## src/rtl/truth_table_sweeper_pkg.sv

```systemverilog
// Shared definitions for the truth-table sweeper: FSM state encoding,
// settle-counter width and the default expected table.
package truth_table_sweeper_pkg;

    typedef logic [1:0] state_t;

    localparam state_t ST_IDLE   = 2'd0;
    localparam state_t ST_SETTLE = 2'd1;
    localparam state_t ST_SAMPLE = 2'd2;
    localparam state_t ST_DONE   = 2'd3;

    localparam int CNT_W = 8;

    localparam logic [15:0] EXPECTED_DEFAULT = 16'h0000;

endpackage

```

## src/rtl/truth_table_sweeper_settle_counter.sv

```systemverilog
// Settle-time down-counter: loads on request, counts down to zero and holds there.
module settle_counter
    import truth_table_sweeper_pkg::*;
(
    input  logic             clk,
    input  logic             rst_n,
    input  logic             load,
    input  logic [CNT_W-1:0] load_val,
    output logic             zero
);

    logic [CNT_W-1:0] cnt;

    always_ff @(posedge clk or negedge rst_n) begin
        if (!rst_n) begin
            cnt <= '0;
        end else if (load) begin
            cnt <= load_val;
        end else if (cnt != '0) begin
            cnt <= cnt - 1'b1;
        end
    end

    assign zero = (cnt == '0);

endmodule

```

## src/rtl/truth_table_sweeper.sv

```systemverilog
// Walks every input vector of a small combinational circuit, captures its
// output into a truth table and counts mismatches against an expected table.
//
//   state     | meaning
//   ----------+------------------------------------------------------
//   ST_IDLE   | after reset, waiting for start
//   ST_SETTLE | vec applied, waiting for the circuit output to settle
//   ST_SAMPLE | one cycle: capture f, compare, advance or finish
//   ST_DONE   | results held until the next start
module truth_table_sweeper
    import truth_table_sweeper_pkg::*;
#(
    parameter int                  N_IN          = 4,
    parameter int                  SETTLE_CYCLES = 2,
    parameter logic [2**N_IN-1:0]  EXPECTED      = EXPECTED_DEFAULT
) (
    input  logic                clk,
    input  logic                rst_n,
    input  logic                start,
    output logic [N_IN-1:0]     vec,
    input  logic                f,
    output logic                busy,
    output logic                done,
    output logic [2**N_IN-1:0]  table_out,
    output logic [N_IN:0]       err_count,
    output logic                first_err_valid,
    output logic [N_IN-1:0]     first_err_idx,
    output logic                pass
);

    localparam int               N_VEC       = 2**N_IN;
    localparam logic [N_IN-1:0]  LAST_VEC    = N_IN'(N_VEC - 1);
    localparam logic [CNT_W-1:0] SETTLE_LOAD = CNT_W'(SETTLE_CYCLES - 1);

    state_t state;
    state_t state_nx;
    logic   accept;
    logic   sample_en;
    logic   cnt_load;
    logic   cnt_zero;
    logic   last_vec;
    logic   mismatch;

    settle_counter u_settle (
        .clk      (clk),
        .rst_n    (rst_n),
        .load     (cnt_load),
        .load_val (SETTLE_LOAD),
        .zero     (cnt_zero)
    );

    always_ff @(posedge clk or negedge rst_n) begin
        if (!rst_n) begin
            state <= ST_IDLE;
        end else begin
            state <= state_nx;
        end
    end

    always_comb begin
        state_nx = state;
        case (state)
            ST_IDLE, ST_DONE: if (start) state_nx = ST_SETTLE;
            ST_SETTLE:        if (cnt_zero) state_nx = ST_SAMPLE;
            ST_SAMPLE:        state_nx = last_vec ? ST_DONE : ST_SETTLE;
            default:          state_nx = ST_IDLE;
        endcase
    end

    always_comb begin
        busy      = (state == ST_SETTLE) || (state == ST_SAMPLE);
        done      = (state == ST_DONE);
        accept    = ((state == ST_IDLE) || (state == ST_DONE)) && start;
        sample_en = (state == ST_SAMPLE);
        cnt_load  = accept || (sample_en && !last_vec);
    end

    assign last_vec = (vec == LAST_VEC);
    // Case inequality so an undriven or unknown f is scored as a failure.
    assign mismatch = (f !== EXPECTED[vec]);
    assign pass     = done && (err_count == '0);

    always_ff @(posedge clk or negedge rst_n) begin
        if (!rst_n) begin
            vec             <= '0;
            table_out       <= '0;
            err_count       <= '0;
            first_err_valid <= 1'b0;
            first_err_idx   <= '0;
        end else if (accept) begin
            vec             <= '0;
            table_out       <= '0;
            err_count       <= '0;
            first_err_valid <= 1'b0;
            first_err_idx   <= '0;
        end else if (sample_en) begin
            table_out[vec] <= f;
            if (mismatch) begin
                err_count <= err_count + 1'b1;
                if (!first_err_valid) begin
                    first_err_valid <= 1'b1;
                    first_err_idx   <= vec;
                end
            end
            if (!last_vec) begin
                vec <= vec + 1'b1;
            end
        end
    end

endmodule
```

## config.mk

```make
export PLATFORM = sky130hd
export DESIGN_NAME = truth_table_sweeper
export DESIGN_NICKNAME = d
export VERILOG_FILES = /design/src/rtl/truth_table_sweeper_pkg.sv /design/src/rtl/truth_table_sweeper_settle_counter.sv /design/src/rtl/truth_table_sweeper.sv
export SDC_FILE = /design/constraint.sdc
export NUM_CORES = 1
export LEC_CHECK = 0
export CAP_MARGIN = 30
export CORE_MARGIN = 4
export CORE_UTILIZATION = 35
export CTS_CLUSTER_SIZE = 14
export DETAILED_ROUTE_END_ITERATION = 6
export GPL_TIMING_DRIVEN = 0
export HOLD_SLACK_MARGIN = 0.05
export SYNTH_ARGS = -nofsm -noshare
export SYNTH_HDL_FRONTEND = slang
export SYNTH_HIERARCHICAL = 1
export SYNTH_SLANG_ARGS = --single-unit
```

## constraint.sdc

```tcl
create_clock -name clk -period 1.67 [get_ports clk]
set_input_delay 0.2505 -clock clk [delete_from_list [all_inputs] [get_ports clk]]
set_output_delay 0.2505 -clock clk [all_outputs]
set_load 0.1 [all_outputs]
```

Word level (Yosys, flattened, before mapping) --
Memory sizes are Yosys's and may differ from the RTL's. Index checks and enable logic that the tools add are counted.
Word-level totals: bits in registers 40, memory bits (read-only) 16, input port bits 4, output and inout port bits 33, memories kept 1
Operators by class: $add $sub $neg 3, order comparisons 2, equality and inequality tests 9, mux-type cells 25, reduce and logical (&&, ||, !) cells 20
Memory list:
- (name not given) | words 16, bits a word 1, rd ports 1, clocked after Yosys merged registers in 0, write ports 0, RTL line truth_table_sweeper.sv:80 | assign mismatch = (f !== EXPECTED[vec]);
Operator list (count):
- 16-bit 2-to-1 mux | 2
- 4-bit 2-to-1 mux | 7
- 16-bit bitwise mux | 1
- 8-bit 2-to-1 mux | 2
- 5-bit 2-to-1 mux | 3
- 8-bit zero test | 1
- 8-bit nonzero test | 1
- 8-bit by 1-bit subtractor with 8-bit output (second input constant) | 1
- 2-bit 2-to-1 mux | 3
- 2-bit != test (second input constant) | 3
- 2-bit one-hot mux with 3 select lines | 1
- 2-bit AND reduction | 3
- 2-bit nonzero test | 3
- 5-bit by 1-bit adder with 5-bit output (second input constant) | 1
- 5-bit zero test | 1
- 4-bit by 5-bit less-than comparator with 1-bit output (second input constant) | 1
- 1-bit 2-to-1 mux | 5
- 4-bit by 1-bit adder with 4-bit output (second input constant) | 1
- 1-bit demux with 4-bit select | 1
- 2-bit == test (second input constant) | 2
- 4-bit == test (second input constant) | 1
- 4-bit by 1-bit greater-or-equal comparator with 1-bit output (second input constant) | 1
- 1-bit logical AND | 4
- 1-bit logical OR | 3
- 7 further kinds | 7

Logic depth before layout (Yosys ltp) --
Gate-level depths: netlist of run 1.
word-level depth 7, mapped depth 9, mapped depth without buffers 7

Modules after synthesis --
Netlist of run 1, hierarchy kept.
By module, submodules not included:
- truth_table_sweeper | instances 1, cells an instance 172, area an instance 1682.9 µm², sequential area each 800.8 µm²
- settle_counter | instances 1, cells an instance 54, area an instance 476.7 µm², sequential area each 200.2 µm²

Least setup slack after synthesis of run 1 --
Ideal clock, no wire load.
kind flip-flop to flip-flop, from register vec[1], to register u_settle.cnt[1], library setup time 0.095 ns, data arrival time 2.326 ns, slack -0.752 ns, stages on the path, launching flop included 8, buffers on the path 2, period minus slack after synthesis 2.422 ns, path through dfrtp_1 ha_1 buf_2 nand3_1 nand2_1 nand2_1 dlygate4sd1_1 o31ai_1
Between the ends: longest elaborated chain between the ends 5
Ends and longest elaborated chain:
- start: declaration | RTL line truth_table_sweeper.sv:20 | output logic [N_IN-1:0] vec,
- start signal: assignment | RTL line truth_table_sweeper.sv:106 | vec <= vec + 1'b1;
- 4-bit == test * | RTL line truth_table_sweeper.sv:78 | assign last_vec = (vec == LAST_VEC);
- 1-bit zero test *
- 1-bit logical AND * | RTL line truth_table_sweeper.sv:75 | cnt_load = accept || (sample_en && !last_vec);
- 1-bit logical OR * | RTL line truth_table_sweeper.sv:75
- named net cnt_load | RTL line truth_table_sweeper.sv:39 | logic cnt_load;
- 8-bit 2-to-1 mux or 2-bit nonzero test (tied branches)
- end signal: assignment | RTL line truth_table_sweeper_settle_counter.sv:18 | cnt <= load_val;
- end signal: assignment | RTL line truth_table_sweeper_settle_counter.sv:20 | cnt <= cnt - 1'b1;
- end: declaration | RTL line truth_table_sweeper_settle_counter.sv:12 | logic [CNT_W-1:0] cnt;
Mark *: on every way through the listed nets, which the timed path passes. The rest lies on a longest branch. A chain may end at the register's enable or synchronous reset.

Worst setup path after layout of run 1 --
from register u_settle.cnt[0], to register state[1]
Between the ends: longest elaborated chain between the ends 3
Ends and longest elaborated chain:
- 8-bit zero test | RTL line truth_table_sweeper_settle_counter.sv:24 | assign zero = (cnt == '0);
- named net cnt_zero | RTL line truth_table_sweeper.sv:40 | logic cnt_zero;
- 2-bit != test (no line)
- 2-bit AND reduction (no line)
- end signal: assignment | RTL line truth_table_sweeper.sv:56 | state <= state_nx;
- end: declaration | RTL line truth_table_sweeper.sv:35 | state_t state;
The timed path passes the listed nets, and every way through them passes these cells.

==> results of run 1 <==
## worst paths after layout
path                       slack [ns]       endpoint  cells past startpoint
max                             -0.05       state[1]                      7
min                              0.44  table_out[10]                      2
max reg2reg                     -0.05       state[1]                      7
min reg2reg                      0.53   table_out[5]                      2
max in group asynchronous        0.73         vec[1]                      3
min in group clk                 0.53   table_out[5]                      2
## synth_stat cells (all sizes together), types with 3 or more instances
| library cell | count |
|---|---|
| mux2i | 17 |
| or3 | 3 |
| nor3 | 5 |
| nand4 | 11 |
| nand3 | 7 |
| a21oi | 13 |
| dfrtp | 40 |
| o21ai | 8 |
| nand2 | 19 |
| nand4b | 8 |
| buf | 11 |
| o31ai | 3 |
| nor2 | 28 |
| inv | 11 |
| ha | 10 |
## power by group
part / switching (mW) / leakage, nW / internal (mW)
clock network: 0.355 / 0.0541 / 0.442
logic: 2.48 / 0.830 / 1.03
registers: 0.294 / 0.517 / 1.29
total: 3.13 / 1.40 / 2.77
## flip-flops by register name (all words and copies together), names as in the netlist
register,count
table_out,16
u_settle/cnt,8
err_count,5
first_err_idx,4
vec,4
state,2
first_err_valid,1
## stage by stage
step                 util  setup WS, ns  area [µm²]
floorplan               -       -0.0582        2260
global placement    0.456         -1.02        2710
detailed placement  0.459        -0.625        2740
CTS                 0.499       -0.0505        2970
global route        0.518        -0.112        3080
finish              0.518       -0.0451        3080
## critical path: stages, from the launching register on
cell and delay (ns):
dfrtp_1 0.40, inv_2 0.08, ha_4 0.13, or3b_4 0.37, buf_8 0.14, nor2_4 0.13
a21oi_2 0.07, a221o_1 0.29
## cell families after synthesis
logic type	count (synthesis)	synth area share
AND/OR/NAND/NOR	93	0.224
flip-flops	40	0.463
AO/OA/AOI/OAI	36	0.104
buffers and inverters	25	0.0568
multiplexers	17	0.0788
adder cells (fa/ha/maj)	10	0.0579
XOR/XNOR	3	0.0122
other	2	0.00348
## repair_timing
action | CTS | global route
setup endpoints to repair | 62 | 30
pin swaps | 2 | 3
setup buffers | 8 | 7
hold endpoints to repair | 18 | 0
resized for setup | 117 | 20
hold buffers | 1 | 0
## layout make-up
class	instances	area, µm²	area share
tap	75	93.8	0.0304
clock buffer	5	68.8	0.0223
buffer	13	100	0.0325
multi-input combinational	167	1160	0.375
clock inverter	3	42.5	0.0138
sequential	40	1020	0.330
timing repair buffer	53	562	0.182
inverter	11	41.3	0.0134
## metal layers
layer,routed length [µm],global-route usage,vias up
met5,0,0,-
met4,77,0.0552,0
met3,228,0.0314,8
met2,2480,0.230,35
met1,2390,0.206,883
li1,-,-,925
==> metrics, run 1 <==
worst-skew pair later-pin latency 0.30 ns; Synth area leader dfrtp_1; Final HPWL DP 3.62 mm; Slew Limit Fails 0; CP Launch Type flop; Slew @ Worst Pin 0.550 ns; Initial Util 0.363; Die Y approximately 87 µm; synthesized instance count 226; # fillers 593; setup violators final 2; Slew headroom 0.635; Worst Setup Slack, final -0.0451 ns; failing checks setup timing; final setup TNS -0.0578 ns; Clock Skews 0.00952 ns; CTS buffer count 5; final hold violation count 0; post-synthesis sequential area ratio 0.463; # H-tree levels 2; layout cells sized above 1 0.360; min-delay worst type in2async; core area just under 6000 µm²; die area 7490 µm²; CTS tree built; Synth top area share 0.463; syn avg cell area 9.56 µm²; post-synth cell types 42; Max VDD drop 1030 µV; RSZ-0062 raised after global routing yes; Period minus WS final about 1.7 ns; # IOs 37; Routability Congestion 0.811; post-route ant nets 0; WHS 0.436 ns; async set-reset flop share out of synthesis 1.00; routed via count 1851; GRT Total Usage 0.149; leakage power between 1 and 1.5 nW; RR Startpoint u_settle/cnt[0]; Area growth, synth to finish 42.8%; initial antenna violation count 0; number of synthesized flops with an enable pin 0; most common cell after layout, fill and taps aside dfrtp_1; most frequent cells in the layout 31 x dfrtp_1, 30 x clkdlybuf4s15_2, 26 x nor2_1, 18 x buf_4, 17 x mux2i_1; FP Rows 28; Worst setup EP type flop; power per cell area around 1900 nW/µm²; clk sinks 40; Fmax 583 MHz; largest net degree at the start of global routing 23; Crit Path Class reg2reg; Nets 305; Die Wd 86.6 µm; grt ovf 0; worst-path maximum fanout 5; routed len/inst 14.1 µm; Reg clk slew, reported paths 0.08 ns; CP required between 1.5 and 2 ns; final critical-path share of the clock period 1.03; # diodes 0; Cell Count, Final, Fillers Out 367; DR DRC count 0; vias in the first global route about 1700; Port Buffers 36; Total Wirelength between 5 and 6 mm; Yosys reg bits 40; clock buffer depth 2; DP Cell Count 344; root buf cell clkbuf_8; post-synth design cell area ~2200 µm²; most common flop cell mapped by yosys dfrtp_1; total power 5.90 mW; first-pass detailed-route iteration total 4; status finished, violations left; Synth area leaders dfrtp_1 46%, mux2i_1 7.9%, ha_1 5.8%; routed vias/inst 5.04; critical path arrival 1.90 ns; Max-cap violations 0; crit path launch u_settle/cnt[0]; Syn. warnings 6; Starting DRT DRC Count 96; first-pass GRT wire length 8.78 mm
No activity file was read; power rests on OpenSTA's default activity.
==> run 2: changes to the inputs <==
--- a/config.mk
+++ b/config.mk
@@ -8,6 +8,7 @@
 export CAP_MARGIN = 30
 export CORE_MARGIN = 4
 export CORE_UTILIZATION = 35
+export CTS_CLUSTER_DIAMETER = 100
 export CTS_CLUSTER_SIZE = 14
 export DETAILED_ROUTE_END_ITERATION = 6
 export GPL_TIMING_DRIVEN = 0
==> results of run 2 <==
Final layout, timing and power as in run 1 (identical DEF).
==> edit 1 (settings of run 2) <==
Register the output `table_out` once more; this adds one clock of latency there. The other outputs are not delayed to match.
--- a/src/rtl/truth_table_sweeper.sv
+++ b/src/rtl/truth_table_sweeper.sv
@@ -33,2 +33,4 @@
     localparam logic [CNT_W-1:0] SETTLE_LOAD = CNT_W'(SETTLE_CYCLES - 1);
+
+    logic [2**N_IN-1:0] table_s0;
 
@@ -85,3 +87,3 @@
             vec             <= '0;
-            table_out       <= '0;
+            table_s0        <= '0;
             err_count       <= '0;
@@ -91,3 +93,3 @@
             vec             <= '0;
-            table_out       <= '0;
+            table_s0        <= '0;
             err_count       <= '0;
@@ -96,3 +98,3 @@
         end else if (sample_en) begin
-            table_out[vec] <= f;
+            table_s0[vec] <= f;
             if (mismatch) begin
@@ -110,2 +112,10 @@
 
+    always_ff @(posedge clk or negedge rst_n) begin
+        if (!rst_n) begin
+            table_out <= '0;
+        end else begin
+            table_out <= table_s0;
+        end
+    end
+
 endmodule
Check against the original RTL: not equivalent (a bounded check fails within 10 cycles, from zero or initial values and one cycle with rst_n low).
==> edit 1 against run 2 <==
The flow still finishes with violations (negative setup slack); via count rose by 7.3%; area after synthesis grew 18%; setup slack improved by 14 ps; combinational power barely moved; total power rose by 8.4%; hold slack got worse by 71 ps; routed wire length is 7.5% higher; design area is 13% higher; global-route usage is 1.7 points lower; sequential cell count is 16 higher; critical path depth down 3; fmax increased by 0.81%.
==> edit 1: results (changes against run 2) <==
outcome: finished, violations left
violated checks: negative setup slack
post-route setup slack: -31.3 ps (+13.8 ps)
first-pass GRT wire length: 9070 µm (+3.3%)
Crit Path Max Fanout: 8 (+3)
GR Util met3: 3.22% (+0.081 points)
met1 Use GR: 18.1% (-2.5 points)
postcts setup bufs: 9 (+1)
fin cells: 404 (+10%)
Placed Cells incl. Taps: 381 (+11%)
xor and xnor area share after synthesis: 1.03% (-0.19 points)
met1 wire length: 2640 µm (+10%)
metal2 WL: 2570 µm (+3.3%)
synth cell count leaders: dfrtp_1 (56), nor2_1 (28), nand2_1 (20)
adder and majority cell fraction of the synthesized area: 4.89% (-0.90 points)
wire per inst: 13.8 µm (-2.3%)
mux contribution to synthesized area: 6.66% (-1.2 points)
sequential power: 2.14 mW (+35%)
NumNets Final: 321 (+5.2%)
endpoints failing setup: 1 (-1)
Gate power share: 54.8% (-4.8 points)
compound-gate portion of the synthesized area: 8.76% (-1.6 points)
Net Sw Power: 3.26 mW (+4.3%)
RD Place Congestion: 0.831 (+2.5%)
worst hold path class: register to register
vias in the first global route: 1804 (+3.1%)
clk_skew: 11.1 ps (+1.54 ps)
clk_lat worst skew: 320 ps (+20 ps)
largest cells by area after synthesis: dfrtp_1 (55%), mux2i_1 (6.7%), ha_1 (4.9%), nor2_1 (4.1%), nand2_1 (2.9%)
clk slew on worst S/H paths: 100 ps (+20 ps)
==> edit 1: area by class of cell <==
class / instances / area [µm²]
multi-input combinational: 167 / 1170
inverter: 11 / 41.3
sequential: 56 / 1420
timing repair buffer: 53 / 552
clock buffer: 6 / 72.6
fill: 650 / 3460
tap: 96 / 120
buffer: 13 / 91.3
clock inverter: 2 / 16.3
==> edit 1: metrics by stage <==
stage	setup WS, ps	setup TNS, ps
detailed placement	-655	-5430
CTS	-59.7	-59.7
global placement	-1830	-87200
floorplan	-58.3	-89.5
global route	-101	-308
finish	-31.3	-31.3
==> edit 1: worst paths after layout <==
check                                       end  slack, ps             from  cells after the start
worst max-delay path                   state[1]        -30  u_settle/cnt[4]                      4
worst min-delay path               table_out[1]        370      table_s0[1]                      0
worst max register to register         state[1]        -30  u_settle/cnt[4]                      4
worst min register to register     table_out[1]        370      table_s0[1]                      0
max in group asynchronous          err_count[1]        580            rst_n                      3
min in group asynchronous       u_settle/cnt[3]        500            rst_n                      2
==> edit 2 (settings of run 2) <==
Without the edit above. `CNT_W`: 8 -> 12.
--- a/src/rtl/truth_table_sweeper_pkg.sv
+++ b/src/rtl/truth_table_sweeper_pkg.sv
@@ -11,3 +11,3 @@
 
-    localparam int CNT_W = 8;
+    localparam int CNT_W = 12;
 
Check against the original RTL: no difference found for any inputs over 10 cycles, from zero or initial values and one cycle with rst_n low; that may be too few to reach the edited logic, so the function may still have changed.
==> edit 2 against run 2 <==
Design area is 15% higher; clock power up 22%; sequential cell count up 4; sequential power up 18%; critical path depth unchanged; setup slack gained 2.5 ps; the flow still finishes with violations (negative setup slack); cell count increased by 12%; combinational power increased by 26%; count of clock-buffer cells in the layout is 1 higher; area after synthesis increased by 13%; total power rose by 23%; routed wire length up 17%.
==> edit 2: results (changes against run 2) <==
ratio of cells with drive above 1 in the final layout: 36.4% (+0.40 points)
Well Taps: 80 (+6.7%)
leakage power: 1.59 nW (+13%)
P_comb: 4.42 mW (+26%)
dpl cell area: 0.00307 mm² (+12%)
Post-Syn Instances: 249 (+10%)
worst hold margin: 408 ps (-28.0 ps)
dpl hpwl: 4120 µm (+14%)
outcome: finished, violations left
Tot GR Track Use: 14.8% (-0.15 points)
top flop regs: table_out: 16 flops, u_settle/cnt: 12 flops, err_count: 5 flops
DR WL met3: 172 µm (-25%)
clk_skew: 14.8 ps (+5.26 ps)
Multi-In Gates: 188 (+13%)
first-pass GRT wire length: 10000 µm (+14%)
clock-cell share of area: 3.73% (+0.12 points)
violated checks: negative setup slack
dpl ws: -623 ps (+2.34 ps)
footprint of the multi-input gates: 0.00142 mm² (+22%)
endpoints failing setup: 7 (+5)
met1 wire length: 2790 µm (+17%)
pin count of the biggest net entering global routing: 29 (+26%)
Setup TNS: -116 ps (-57.8 ps)
post-route setup slack: -42.6 ps (+2.53 ps)
sequential power: 1.88 mW (+18%)
GR Util met3: 2.90% (-0.24 points)
pwr dens: 2050 mW/mm² (+7.0%)
crit path DAT: 1940 ps (+40 ps)
VDD IR max: 0.819 mV (-21%)
==> edit 2: cell count changes after synthesis, sizes merged, moves of 2 or more <==
cell and change:
dfrtp +4, nand2 +4, o21ai +3, a2bb2oi +2, nand4b +2, nor2 -2, nor2b +2, nor3 -2
o211ai +2, o21a +2
==> edit 2: repair_timing <==
action	4_1_cts	5_1_grt
cloned	1	0
endpoints found under the setup margin	66	34
hold endpoints to repair	16	0
resized for setup	119	18
buffers inserted	11	15
pin swaps	5	8
hold buffers	1	0
==> edit 2: cell families (layout without fill, tap and decap cells) <==
group,count (synthesis),after routing,share of synthesized area [%]
adders and majority gates,11,11,5.66
muxes,18,18,7.46
and+or+nand+nor,99,99,22.6
xor gates and xnor gates,4,4,1.44
AOI/OAI and AO/OA,44,44,11.8
other,2,12,0.309
buffers and inverters,27,98,5.40
DFF,44,44,45.3
